===== config.mk =====
export PLATFORM = sky130hd
export DESIGN_NAME = ps2_frame_rx
export DESIGN_NICKNAME = d
export VERILOG_FILES = /design/src/rtl/ps2_pkg.sv /design/src/rtl/ps2_line_filter.sv /design/src/rtl/ps2_frame_rx.sv
export SDC_FILE = /design/constraint.sdc
export NUM_CORES = 1
export LEC_CHECK = 0
export BUFFER_PORTS_ARGS = -buffer_cell sky130_fd_sc_hd__buf_2
export CORE_ASPECT_RATIO = 0.5
export CORE_MARGIN = 8
export CORE_UTILIZATION = 59
export CTS_CLUSTER_SIZE = 10
export DETAILED_ROUTE_END_ITERATION = 16
export GPL_ROUTABILITY_DRIVEN = 0
export PLACE_DENSITY = 0.89
export SYNTH_ARGS = -nofsm -noshare
export SYNTH_HDL_FRONTEND = slang
export SYNTH_SLANG_ARGS = --single-unit

===== constraint.sdc =====
create_clock -name CLK -period 2.23 [get_ports CLK]
set_clock_uncertainty 0.05 [all_clocks]
set_input_delay 0.669 -clock CLK [delete_from_list [all_inputs] [get_ports CLK]]
set_output_delay 0.669 -clock CLK [all_outputs]
set_load 0.01 [all_outputs]

===== src/rtl/ps2_pkg.sv =====
// ps2_pkg: shared definitions for the PS/2 device-to-host receiver.
//   - ps2_state_t     : frame state machine encoding
//   - PS2_DATA_BITS   : payload bits per frame
//   - PS2_FILTER_LEN  : default clock de-glitch length (board clock)
//   - PS2_TIMEOUT_CYCLES : default mid-frame timeout (1 ms at 50 MHz)
package ps2_pkg;

   localparam int PS2_DATA_BITS      = 8;
   localparam int PS2_FILTER_LEN     = 4;
   localparam int PS2_TIMEOUT_CYCLES = 50000;

   typedef enum logic [1:0] {
      IDLE   = 2'd0,
      DATA   = 2'd1,
      PARITY = 2'd2,
      STOP   = 2'd3
   } ps2_state_t;

endpackage


===== src/rtl/ps2_line_filter.sv =====
// ps2_line_filter: 2-FF synchronizer, debounce filter and falling-edge
// detector for the raw PS/2 clock pin.
// Ports:
//   clk  in   board clock
//   rst  in   synchronous active-high reset
//   pin  in   raw asynchronous pin
//   fall out  one-cycle pulse in the cycle the filtered level becomes 0
module ps2_line_filter
   import ps2_pkg::*;
#(
   parameter int FILTER_LEN = PS2_FILTER_LEN
) (
   input  logic clk,
   input  logic rst,
   input  logic pin,
   output logic fall
);

   localparam int CNT_W = $clog2(FILTER_LEN + 1);

   logic [1:0]       sync_chain;
   logic             filt;
   logic [CNT_W-1:0] cnt;

   // NOTE: every clocked state update uses <= so all flops sample the
   // values from before the edge; = here would collapse the sync chain.
   always_ff @(posedge clk) begin
      if (rst) begin
         // Idle bus is high, so the chain, filter and counter preset to 1.
         sync_chain <= 2'b11;
         filt       <= 1'b1;
         cnt        <= CNT_W'(1);
         fall       <= 1'b0;
      end else begin
         sync_chain <= {sync_chain[0], pin};
         fall       <= 1'b0;
         if (sync_chain[1] != filt) begin
            // Adopt the new level only after FILTER_LEN consecutive
            // disagreeing samples; any agreeing sample restarts the count.
            if (cnt == CNT_W'(FILTER_LEN - 1)) begin
               filt <= sync_chain[1];
               cnt  <= '0;
               fall <= filt;
            end else begin
               cnt <= cnt + 1'b1;
            end
         end else begin
            cnt <= '0;
         end
      end
   end

endmodule


===== src/rtl/ps2_frame_rx.sv =====
// ps2_frame_rx: PS/2 device-to-host frame receiver (start, 8 data LSB
// first, odd parity, stop). Delivers one byte per good frame.
// Ports:
//   CLK        in   board clock
//   RST        in   synchronous active-high reset
//   PS2_CLK    in   raw keyboard clock pin (asynchronous)
//   PS2_DATA   in   raw keyboard data pin (asynchronous)
//   DATA_OUT   out  last valid received byte
//   DATA_VALID out  one-cycle strobe, DATA_OUT updated this cycle
//   FRAME_ERR  out  one-cycle strobe, frame discarded
//   BUSY       out  high while a frame is in progress
module ps2_frame_rx
   import ps2_pkg::*;
#(
   parameter int FILTER_LEN     = PS2_FILTER_LEN,
   parameter int TIMEOUT_CYCLES = PS2_TIMEOUT_CYCLES
) (
   input  logic       CLK,
   input  logic       RST,
   input  logic       PS2_CLK,
   input  logic       PS2_DATA,
   output logic [7:0] DATA_OUT,
   output logic       DATA_VALID,
   output logic       FRAME_ERR,
   output logic       BUSY
);

   localparam int BIT_W = $clog2(PS2_DATA_BITS);
   localparam int TMO_W = $clog2(TIMEOUT_CYCLES);

   ps2_state_t         state, state_nx;
   logic [BIT_W-1:0]   bit_cnt, bit_cnt_nx;
   logic [7:0]         shreg, shreg_nx;
   logic               par, par_nx;
   logic [TMO_W-1:0]   tmo_cnt, tmo_nx;
   logic [7:0]         dout_nx;
   logic               valid_nx, err_nx;
   logic [1:0]         data_sync;
   logic               data_s;
   logic               fall;

   ps2_line_filter #(.FILTER_LEN(FILTER_LEN)) u_clk_filter (
      .clk  (CLK),
      .rst  (RST),
      .pin  (PS2_CLK),
      .fall (fall)
   );

   assign data_s = data_sync[1];
   assign BUSY   = (state != IDLE);

   always_ff @(posedge CLK) begin
      if (RST) begin
         data_sync  <= 2'b11;
         state      <= IDLE;
         bit_cnt    <= '0;
         shreg      <= '0;
         par        <= 1'b0;
         tmo_cnt    <= '0;
         DATA_OUT   <= 8'h00;
         DATA_VALID <= 1'b0;
         FRAME_ERR  <= 1'b0;
      end else begin
         data_sync  <= {data_sync[0], PS2_DATA};
         state      <= state_nx;
         bit_cnt    <= bit_cnt_nx;
         shreg      <= shreg_nx;
         par        <= par_nx;
         tmo_cnt    <= tmo_nx;
         DATA_OUT   <= dout_nx;
         DATA_VALID <= valid_nx;
         FRAME_ERR  <= err_nx;
      end
   end

   always_comb begin
      // NOTE: every signal gets a default before any branch so no path
      // leaves one unassigned and infers a latch.
      state_nx   = state;
      bit_cnt_nx = bit_cnt;
      shreg_nx   = shreg;
      par_nx     = par;
      dout_nx    = DATA_OUT;
      valid_nx   = 1'b0;
      err_nx     = 1'b0;
      tmo_nx     = (state == IDLE || fall) ? '0 : tmo_cnt + 1'b1;

      if (fall) begin
         // A fall event always wins over a simultaneous timeout.
         unique case (state)
            IDLE: begin
               if (!data_s) begin
                  state_nx   = DATA;
                  bit_cnt_nx = '0;
               end else begin
                  err_nx = 1'b1;
               end
            end
            DATA: begin
               shreg_nx   = {data_s, shreg[7:1]};
               bit_cnt_nx = bit_cnt + 1'b1;
               if (bit_cnt == BIT_W'(PS2_DATA_BITS - 1))
                  state_nx = PARITY;
            end
            PARITY: begin
               par_nx   = data_s;
               state_nx = STOP;
            end
            STOP: begin
               // Odd parity: data bits plus parity bit hold an odd count of ones.
               if (data_s && ((^shreg) ^ par)) begin
                  dout_nx  = shreg;
                  valid_nx = 1'b1;
               end else begin
                  err_nx = 1'b1;
               end
               state_nx = IDLE;
            end
            default: state_nx = IDLE;
         endcase
      end else if (state != IDLE && tmo_cnt == TMO_W'(TIMEOUT_CYCLES - 1)) begin
         state_nx = IDLE;
         err_nx   = 1'b1;
         tmo_nx   = '0;
      end
   end

endmodule


==> results.json, run 1 <==
{
  "drv_slew": 0,
  "design_area_mm2": 0.00243,
  "n_antenna_cell": 0,
  "synthDistinctLibCells": 41,
  "wl_per_cell_um": 14.0,
  "seq_area_frac_synth_pct": 44.2,
  "syn_area_mm2": 0.00222,
  "nets": 262,
  "die_w_um": 103,
  "timing.rr.start": "shreg[6]$_SDFFE_PP0P_",
  "synth.area.top_cells": "dfxtp_1 44%, ha_1 5.1%, nand2b_1 5.1%, a21oi_1 3.8%, nand3_1 3.8%",
  "io_pins": 15,
  "final_util_pct": 68.8,
  "post-synth-top-area-fraction_pct": 44.2,
  "synth_warnings": 0,
  "synth_seq_cells": 49,
  "yosysTopAreaCell": "dfxtp_1",
  "core_area_mm2": 0.00353,
  "holdBufCountCts": 0,
  "ff2ff_path_depth": 4,
  "async_reset_ff_share_pct": 0,
  "r2r_slack_ps": 390,
  "via_per_inst": 5.57,
  "cts_buffer_depth": 2,
  "timing.setup.tns_ps": 0,
  "clock_latency_ps": 300,
  "cts_root_buf": "clkbuf_8",
  "drc": 0,
  "grt_max_degree": 29,
  "start_kind": "register",
  "max-cap-violations": 0,
  "endpoint_kind": "output port",
  "placementRows": 15,
  "drt_wl_total_mm": 4.22,
  "hold_violations": 0,
  "drive_above_1_share_pct": 12.8,
  "port_buffers": 14,
  "postPlaceCellArea_mm2": 0.00233,
  "cp_data_required_time_ps": 1510,
  "finalSetupViolCount": 0,
  "cp.arrival_ps": 1310,
  "power_density_mw_per_mm2": 599,
  "postRouteAntennaNets": 0,
  "max_slew_margin_pct": 66.1,
  "vias": 1676,
  "die_h_um": 59.4,
  "hpwl_mm": 2.86,
  "syn_to_final_growth_pct": 9.24,
  "synth-edff-count": 0,
  "initial_core_util_pct": 62.9,
  "cts.htree.levels": 2,
  "synthCells": 237,
  "worst-path-max-fanout": 8,
  "cts_tree": "yes",
  "cts_buffers": 5,
  "grt_antenna_before_repair": 0,
  "critical_path_class": "reg2out",
  "synth_nets": 250,
  "outcome": "finished, final reports clean",
  "grt_first_pass_wirelength_mm": 6.87,
  "critPathLaunch": "state[0]$_SDFFE_PP0P_",
  "syn_avg_cell_area_um2": 9.37,
  "firstDrtPassIters": 7,
  "post-route-min-period_ps": 2030,
  "regToRegEndpoint": "DATA_OUT[5]$_SDFFE_PP0P_",
  "endpoint": "BUSY",
  "grt_overflow_total": 0,
  "drt-initial-drc-count": 61,
  "clkTransAtPathRegs_ps": 90,
  "rsz0062_at_grt": "false",
  "hp-class": "reg2reg",
  "p_leak_uw": 0.000891,
  "min_period_over_period_pct": 91.2,
  "yosysMostFrequentCell": "dfxtp_1",
  "track_usage_pct": 14.2,
  "grt_pass1_vias": 1554,
  "ctsResizeCount": 0,
  "tightest_slew_ps": 508,
  "cts_sinks": 49,
  "vdd_drop_max_uv": 214,
  "fmax_mhz": 492,
  "synth_top_flop_cell": "dfxtp_1",
  "die_area_mm2": 0.00610,
  "cts_setup_buffers": 0,
  "yosys-top-cells-count": "49 x dfxtp_1, 18 x nand2b_1, 17 x a21oi_1, 17 x nand2_1, 17 x nand3_1"
}
## worst max-delay path: stages (launching register included)
cell,delay [ps]
dfxtp_1,340
inv_1,130
ha_1,340
inv_1,60
buf_2,140
## routing by layer
| layer | wire length [um] | vias up | track usage [%] |
|---|---|---|---|
| met1 | 1930 | 794 | 16.0 |
| met5 | 0 | - | 0 |
| met2 | 2040 | 33 | 24.8 |
| li1 | - | 843 | - |
| met3 | 206 | 6 | 4.45 |
| met4 | 45 | 0 | 5.30 |
## how the worst min path moves through the flow
stage / to / startpoint / depth (start not counted) / slack (ps)
4_1_cts: data_sync[1]$_SDFF_PP1_ / data_sync[0]$_SDFF_PP1_ / 1 / 360
2_1_floorplan: data_sync[1]$_SDFF_PP1_ / data_sync[0]$_SDFF_PP1_ / 1 / 340
5_1_grt: data_sync[1]$_SDFF_PP1_ / data_sync[0]$_SDFF_PP1_ / 1 / 360
6_report: data_sync[1]$_SDFF_PP1_ / data_sync[0]$_SDFF_PP1_ / 1 / 350
3_3_place_gp: u_clk_filter.sync_chain[1]$_SDFF_PP1_ / u_clk_filter.sync_chain[0]$_SDFF_PP1_ / 1 / 340
3_5_place_dp: data_sync[1]$_SDFF_PP1_ / data_sync[0]$_SDFF_PP1_ / 1 / 350
## logic make-up (layout without fill, tap and decap cells)
logic type | after synthesis | after routing | share of synthesized area [%]
multiplexers | 10 | 10 | 5.13
flip-flops | 49 | 49 | 44.2
XOR/XNOR | 18 | 18 | 9.07
AND/OR/NAND/NOR | 104 | 104 | 25.6
buffers and inverters | 18 | 31 | 3.15
adder cells (fa/ha/maj) | 9 | 9 | 5.07
AO/OA/AOI/OAI | 29 | 29 | 7.77
## state kept, by name, summed over array words and instances (netlist names)
register	flops
tmo_cnt	16
u_clk_filter.filt	1
u_clk_filter.cnt	3
state	2
bit_cnt	3
DATA_OUT	8
shreg	8
FRAME_ERR	1
data_sync	2
u_clk_filter.sync_chain	2
DATA_VALID	1
par	1
u_clk_filter.fall	1
## power by group
group	total (uW)	internal, uW	switching, uW	leakage, uW
sequential	883	880	3.76	0.000396
clock	543	252	292	0.0000512
combinational	26.3	12.5	13.8	0.000444
total	1450	1140	309	0.000891
## cells in the final DEF (no fill, tap or decap), types with 3 or more instances in the layout
cell type  count
clkbuf_8       6
nor2_1        15
buf_2         14
nor3_1         4
and3_1         4
inv_1          6
ha_1           9
xor2_1         9
nand3_1       17
buf_4          3
nand4_1        7
or2_2          4
nand2_1       17
a21oi_1       17
mux2i_1        8
o31ai_1        3
xnor2_1        6
o21ai_0        3
nand2b_1      18
dfxtp_1       49
## per-stage QoR
step           hold slack, ps  cells  worst slack [ps]  power, uW
4_1_cts                   358    301               197       1460
3_5_place_dp              349    293               428        931
5_1_grt                   362    301               124       1500
2_1_floorplan             339    237               496        924
3_3_place_gp              341    293               490        928
6_report                  351    301               197       1450
## final cells by class
cell class | count | area [um2]
clock buffers | 6 | 82.6
clock inverters | 2 | 13.8
fillers | 278 | 1100
inverters | 6 | 22.5
multi-input cells | 170 | 1170
flip-flops and latches | 49 | 981
well taps | 51 | 63.8
repair buffers | 17 | 92.6
(Power assumes the default switching activity.)
==> inputs of run 2 (changes only) <==
--- a/config.mk
+++ b/config.mk
@@ -6,9 +6,11 @@
 export NUM_CORES = 1
 export LEC_CHECK = 0
 export BUFFER_PORTS_ARGS = -buffer_cell sky130_fd_sc_hd__buf_2
+export CELL_PAD_IN_SITES_DETAIL_PLACEMENT = 1
+export CELL_PAD_IN_SITES_GLOBAL_PLACEMENT = 1
 export CORE_ASPECT_RATIO = 0.5
 export CORE_MARGIN = 8
-export CORE_UTILIZATION = 59
+export CORE_UTILIZATION = 46
 export CTS_CLUSTER_SIZE = 10
 export DETAILED_ROUTE_END_ITERATION = 16
 export GPL_ROUTABILITY_DRIVEN = 0
==> run 2 against run 1 <==
Effect of this change:
- hold slack improved by 4.1 ps
- largest power group unchanged
- final area up 0.62%
- register-to-register slack got worse by 50 ps
- setup slack got worse by 44 ps
- fmax down 2.1%
- count of clock-buffer cells in the layout is the same
- utilization decreased by 18 points
- combinational power rose by 2%
==> results.json, run 2 (same netlist as run 1, synthesis figures left out) <==
{
  "outcome": "finished, final reports clean",
  "postPlaceCellArea_mm2": 0.00235,
  "p_leak_uw": 0.000877,
  "endpoint_kind": "output port",
  "firstDrtPassIters": 6,
  "initial_core_util_pct": 46.3,
  "largest_register_ffs": 16,
  "regToRegEndpoint": "tmo_cnt[15]$_SDFF_PP0_",
  "max-cap-violations": 0,
  "mostFrequentLayoutCell": "dfxtp_1",
  "grt_overflow_total": 0,
  "cp_slowest_cell": "ha_1",
  "die_w_um": 114,
  "fill_cells": 572,
  "grt_first_pass_wirelength_mm": 8.24,
  "port_buffers": 14,
  "nets": 262,
  "start_kind": "register",
  "core_area_mm2": 0.00480,
  "power_density_mw_per_mm2": 586,
  "cts_setup_buffers": 0,
  "final_cells": 320,
  "clock_latency_ps": 310,
  "finalSetupViolCount": 0,
  "cts.htree.levels": 2,
  "cts_tree": "yes",
  "postRouteAntennaNets": 0,
  "drc": 0,
  "syn_to_final_growth_pct": 9.92,
  "drt_wl_total_mm": 4.87,
  "hold_path_end": "data_sync[1]$_SDFF_PP1_",
  "io_pins": 15,
  "dp_cells": 312,
  "vias": 1736,
  "path_buf_inv": 3,
  "whs_path_depth": 1,
  "design_area_mm2": 0.00244,
  "layout_common_cells": "49 x dfxtp_1, 18 x nand2b_1, 17 x nand3_1, 17 x nand2_1, 17 x a21oi_1",
  "top_register": "tmo_cnt",
  "cp.arrival_ps": 1360,
  "worst-path-max-fanout": 8,
  "die_area_mm2": 0.00744,
  "max_slew_margin_pct": 67.4,
  "setup_ws_ps": 153,
  "timing.setup.tns_ps": 0,
  "hpwl_mm": 3.53,
  "drv_slew": 0,
  "vdd_drop_max_uv": 231,
  "hp-class": "reg2reg",
  "hold_violations": 0,
  "use_met3_pct": 3.47,
  "post-route-min-period_ps": 2080,
  "worstPathCellList": "inv_1 -> ha_1 -> inv_1 -> buf_2",
  "die_h_um": 65.1,
  "grt_max_degree": 44,
  "grt_pass1_vias": 1812,
  "drt-initial-drc-count": 134,
  "clkTransAtPathRegs_ps": 90,
  "placementRows": 18,
  "holdBufCountCts": 0,
  "grt_most_used_layer": "met2",
  "track_usage_pct": 13.8,
  "cp_slowest_stage_delay_ps": 360,
  "ff2ff_path_depth": 5,
  "n_antenna_cell": 0,
  "min_from": "data_sync[0]$_SDFF_PP1_",
  "cts_buffers": 5,
  "rsz0062_at_grt": "false",
  "grt_antenna_before_repair": 0,
  "drive_above_1_share_pct": 12.4,
  "critPathTopFamily": "adder cells",
  "r2r_slack_ps": 340,
  "critical_path_class": "reg2out",
  "cts_root_buf": "clkbuf_8",
  "cp_data_required_time_ps": 1510,
  "cts_buffer_depth": 2,
  "fmax_mhz": 481,
  "wl_per_cell_um": 15.2,
  "grt_use_met1_pct": 14.1,
  "tightest_slew_ps": 489,
  "via_per_inst": 5.43,
  "dp_slack_ps": 355,
  "min_period_over_period_pct": 93.1,
  "ctsResizeCount": 0,
  "reg_top3": "tmo_cnt x16, DATA_OUT x8, shreg x8",
  "cts_sinks": 49,
  "crit_top_cell": "inv_1",
  "timing.rr.start": "state[0]$_SDFFE_PP0P_",
  "use_met2_pct": 26.2
}
## run 2: cell types whose count changed in the layout (fill, tap and decap cells not counted)
cell,change
clkbuf_8,-1
clkinvlp_4,+2
clkinv_2,-1
clkinv_4,-1
clkbuf_1,+1
## run 2: through the flow
step           hold WS, ps  total power, uW  utilization (%)
2_1_floorplan          339              924                -
3_3_place_gp           342              929             49.1
3_5_place_dp           348              932             49.1
4_1_cts                363             1450             50.9
5_1_grt                373             1490             50.9
6_report               355             1430             50.9
## run 2: area by class of cell
cell class / count / area [um2] / area share (%)
inverter: 6 / 22.5 / 0.923
clock buffer: 6 / 72.6 / 2.97
clock inverter: 2 / 15.0 / 0.615
tap: 70 / 87.6 / 3.59
timing repair buffer: 17 / 92.6 / 3.79
sequential: 49 / 981 / 40.2
multi-input combinational: 170 / 1170 / 47.9
## run 2: how the worst max path moves through the flow
stage | startpoint | slack (ps) | cells after the start | end
5_1_grt | state[0]$_SDFFE_PP0P_ | 80 | 4 | BUSY
6_report | state[0]$_SDFFE_PP0P_ | 150 | 4 | BUSY
4_1_cts | state[0]$_SDFFE_PP0P_ | 130 | 4 | BUSY
3_5_place_dp | state[0]$_SDFFE_PP0P_ | 360 | 5 | tmo_cnt[13]$_SDFF_PP0_
3_3_place_gp | shreg[3]$_SDFFE_PP0P_ | 480 | 4 | DATA_OUT[3]$_SDFFE_PP0P_
2_1_floorplan | state[0]$_SDFFE_PP0P_ | 500 | 7 | bit_cnt[1]$_SDFFE_PP0P_
## run 2: power by group
part / total (uW) / internal [uW] / switching, uW / leakage [uW]
sequential: 884 / 880 / 4.00 / 0.000396
combinational: 26.9 / 12.4 / 14.5 / 0.000444
clock: 519 / 221 / 298 / 0.0000374
## run 2: layer usage
layer / part of all wire, % / up-vias / wire length, um
met1: 42 / 849 / 2040
met3: 3.9 / 11 / 191
li1: - / 843 / -
met4: 2.0 / 0 / 96
met2: 52 / 33 / 2540
met5: 0 / - / 0
## run 2: worst reg2reg max path: cells and delay by family (launching register included)
kind            cells  cell delay (ps)
flops               1              370
fa+ha+maj           1              320
simple gates        2              720
compound gates      1              240
buf+inv             1              110
==> inputs of run 3 (changes only) <==
--- a/config.mk
+++ b/config.mk
@@ -10,11 +10,10 @@
 export CELL_PAD_IN_SITES_GLOBAL_PLACEMENT = 1
 export CORE_ASPECT_RATIO = 0.5
 export CORE_MARGIN = 8
-export CORE_UTILIZATION = 46
-export CTS_CLUSTER_SIZE = 10
+export CORE_UTILIZATION = 41
 export DETAILED_ROUTE_END_ITERATION = 16
 export GPL_ROUTABILITY_DRIVEN = 0
-export PLACE_DENSITY = 0.89
+export PLACE_DENSITY = 0.85
 export SYNTH_ARGS = -nofsm -noshare
 export SYNTH_HDL_FRONTEND = slang
 export SYNTH_SLANG_ARGS = --single-unit
==> constraint.sdc (replaced) <==
create_clock -name CLK -period 1.8 [get_ports CLK]
set_clock_uncertainty 0.05 [all_clocks]
set_input_delay 0.54 -clock CLK [delete_from_list [all_inputs] [get_ports CLK]]
set_output_delay 0.54 -clock CLK [all_outputs]
set_load 0.01 [all_outputs]
==> run 3 against run 2 <==
Effect of this change:
- die area grew 9.8%
- critical path depth is the same
- utilization shrank 3.8 points
- critical path type is now reg2reg
- count of clock-buffer cells in the layout is the same
- final cell count grew 2.5%
==> results.json, run 3 (same netlist as run 1, synthesis figures left out) <==
{
  "io_pins": 15,
  "core_area_mm2": 0.00535,
  "cts_root_buf": "clkbuf_8",
  "drt-initial-drc-count": 113,
  "rsz0062_at_grt": "false",
  "fmax_mhz": 577,
  "hpwl_mm": 3.44,
  "grt_antenna_before_repair": 0,
  "regToRegEndpoint": "FRAME_ERR$_SDFF_PP0_",
  "grt_overflow_total": 0,
  "cp.arrival_ps": 1880,
  "hold_path_end": "data_sync[1]$_SDFF_PP1_",
  "whs_ps": 361,
  "postRouteAntennaNets": 0,
  "critPathLaunch": "shreg[4]$_SDFFE_PP0P_",
  "via_per_inst": 5.19,
  "post-route-min-period_ps": 1730,
  "multi_input_area_mm2": 0.00118,
  "drv_slew": 0,
  "hold_violations": 0,
  "grt_first_pass_wirelength_mm": 8.50,
  "power_uw": 1810,
  "nets": 267,
  "clkTransAtPathRegs_ps": 90,
  "mostFrequentLayoutCell": "dfxtp_1",
  "cp_data_required_time_ps": 1950,
  "start_kind": "register",
  "cts_tree": "yes",
  "worst-path-max-fanout": 4,
  "worstPathCellList": "xnor2_1 -> xnor3_2 -> mux2_2 -> a211o_1",
  "reg_top3": "tmo_cnt x16, DATA_OUT x8, shreg x8",
  "die_area_mm2": 0.00817,
  "max_slew_margin_pct": 72.1,
  "hp-class": "reg2reg",
  "track_usage_pct": 12.9,
  "cts_buffer_depth": 2,
  "vias": 1702,
  "firstDrtPassIters": 3,
  "layout_common_cells": "47 x dfxtp_1, 18 x nand2b_1, 17 x nand3_1, 17 x nand2_1, 17 x a21oi_1",
  "holdBufCountCts": 0,
  "fill_cells": 620,
  "cp_slowest_cell": "xnor3_2",
  "cts.htree.levels": 2,
  "vdd_drop_max_uv": 252,
  "drive_above_1_share_pct": 16.5,
  "grt_pass1_vias": 1813,
  "finalSetupViolCount": 0,
  "cts_sinks": 49,
  "port_buffers": 14,
  "wl_per_cell_um": 15.2,
  "max-cap-violations": 0,
  "critical_path_class": "reg2reg",
  "whs_path_depth": 1,
  "clock_latency_ps": 300,
  "min_period_over_period_pct": 96.3,
  "cts_buffers": 5,
  "setup_ws_ps": 67.3,
  "timing.rr.start": "shreg[4]$_SDFFE_PP0P_",
  "min_from": "data_sync[0]$_SDFF_PP1_",
  "syn_to_final_growth_pct": 13.4,
  "n_antenna_cell": 0,
  "power_density_mw_per_mm2": 717,
  "grt_max_degree": 31,
  "final_util_pct": 47.1,
  "largest_register_ffs": 16,
  "initial_core_util_pct": 41.5,
  "r2r_slack_ps": 70,
  "cp_slowest_stage_delay_ps": 490,
  "p_leak_uw": 0.000920,
  "placementRows": 19,
  "die_w_um": 120,
  "tightest_slew_ps": 418,
  "ff2ff_path_depth": 4,
  "top_register": "tmo_cnt",
  "drt_wl_total_mm": 5.00,
  "dp_slack_ps": -14.1,
  "endpoint_kind": "register",
  "seq_area_um2": 983,
  "drc": 0,
  "outcome": "finished, final reports clean",
  "die_h_um": 68.0
}
## run 3: power breakdown
| part | leakage (uW) | total (uW) | switching (uW) | internal (uW) |
|---|---|---|---|---|
| clock network | 0.0000512 | 675 | 363 | 312 |
| logic | 0.000471 | 36.0 | 18.9 | 17.1 |
| registers | 0.000397 | 1090 | 4.63 | 1090 |
| total | 0.000920 | 1810 | 386 | 1420 |
## run 3: layout make-up
cell class                      instances  share of cell area (%)
Clock inverter                          2                   0.546
Clock buffer                            6                    3.28
Tap cell                               73                    3.63
Sequential cell                        49                    39.0
Inverter                                6                   0.894
Timing Repair Buffer                   22                    5.66
Multi-Input combinational cell        170                    46.9
## run 3: metrics by stage
| step | cell area (um2) | std cells | setup TNS (ps) |
|---|---|---|---|
| finish | 2520 | 328 | 0 |
| CTS | 2520 | 328 | 0 |
| global placement | 2390 | 319 | 0 |
| floorplan | 2220 | 237 | 0 |
| detailed placement | 2390 | 319 | -23.2 |
| global route | 2520 | 328 | 0 |
## run 3: how the worst max path moves through the flow
stage / slack [ps] / endpoint / cells past startpoint
after floorplan: 70 / bit_cnt[1]$_SDFFE_PP0P_ / 7
after global placement: 50 / DATA_OUT[2]$_SDFFE_PP0P_ / 4
after detailed placement: -10 / DATA_OUT[1]$_SDFFE_PP0P_ / 4
after CTS: 7 / BUSY / 4
after global routing: 3 / tmo_cnt[15]$_SDFF_PP0_ / 4
final: 70 / FRAME_ERR$_SDFF_PP0_ / 4
## run 3: what timing repair did
action	in CTS	in global routing
pin swaps	0	2
setup buffers	1	0
setup endpoints to repair	9	3
resized for setup	2	4
## run 3: worst max-delay path: cells and delay by family, from the launching register on
kind	cells	cell delay (ps)
flops	1	410
compound gates	1	250
xor+xnor	2	630
mux	1	300
## run 3: routing by layer
layer	GRT usage, %	vias up	share of wire, %
li1	-	854	-
met1	13.4	827	43
met2	25.5	17	52
met3	3.62	4	3.7
met4	3.85	0	1.1
met5	0	-	0
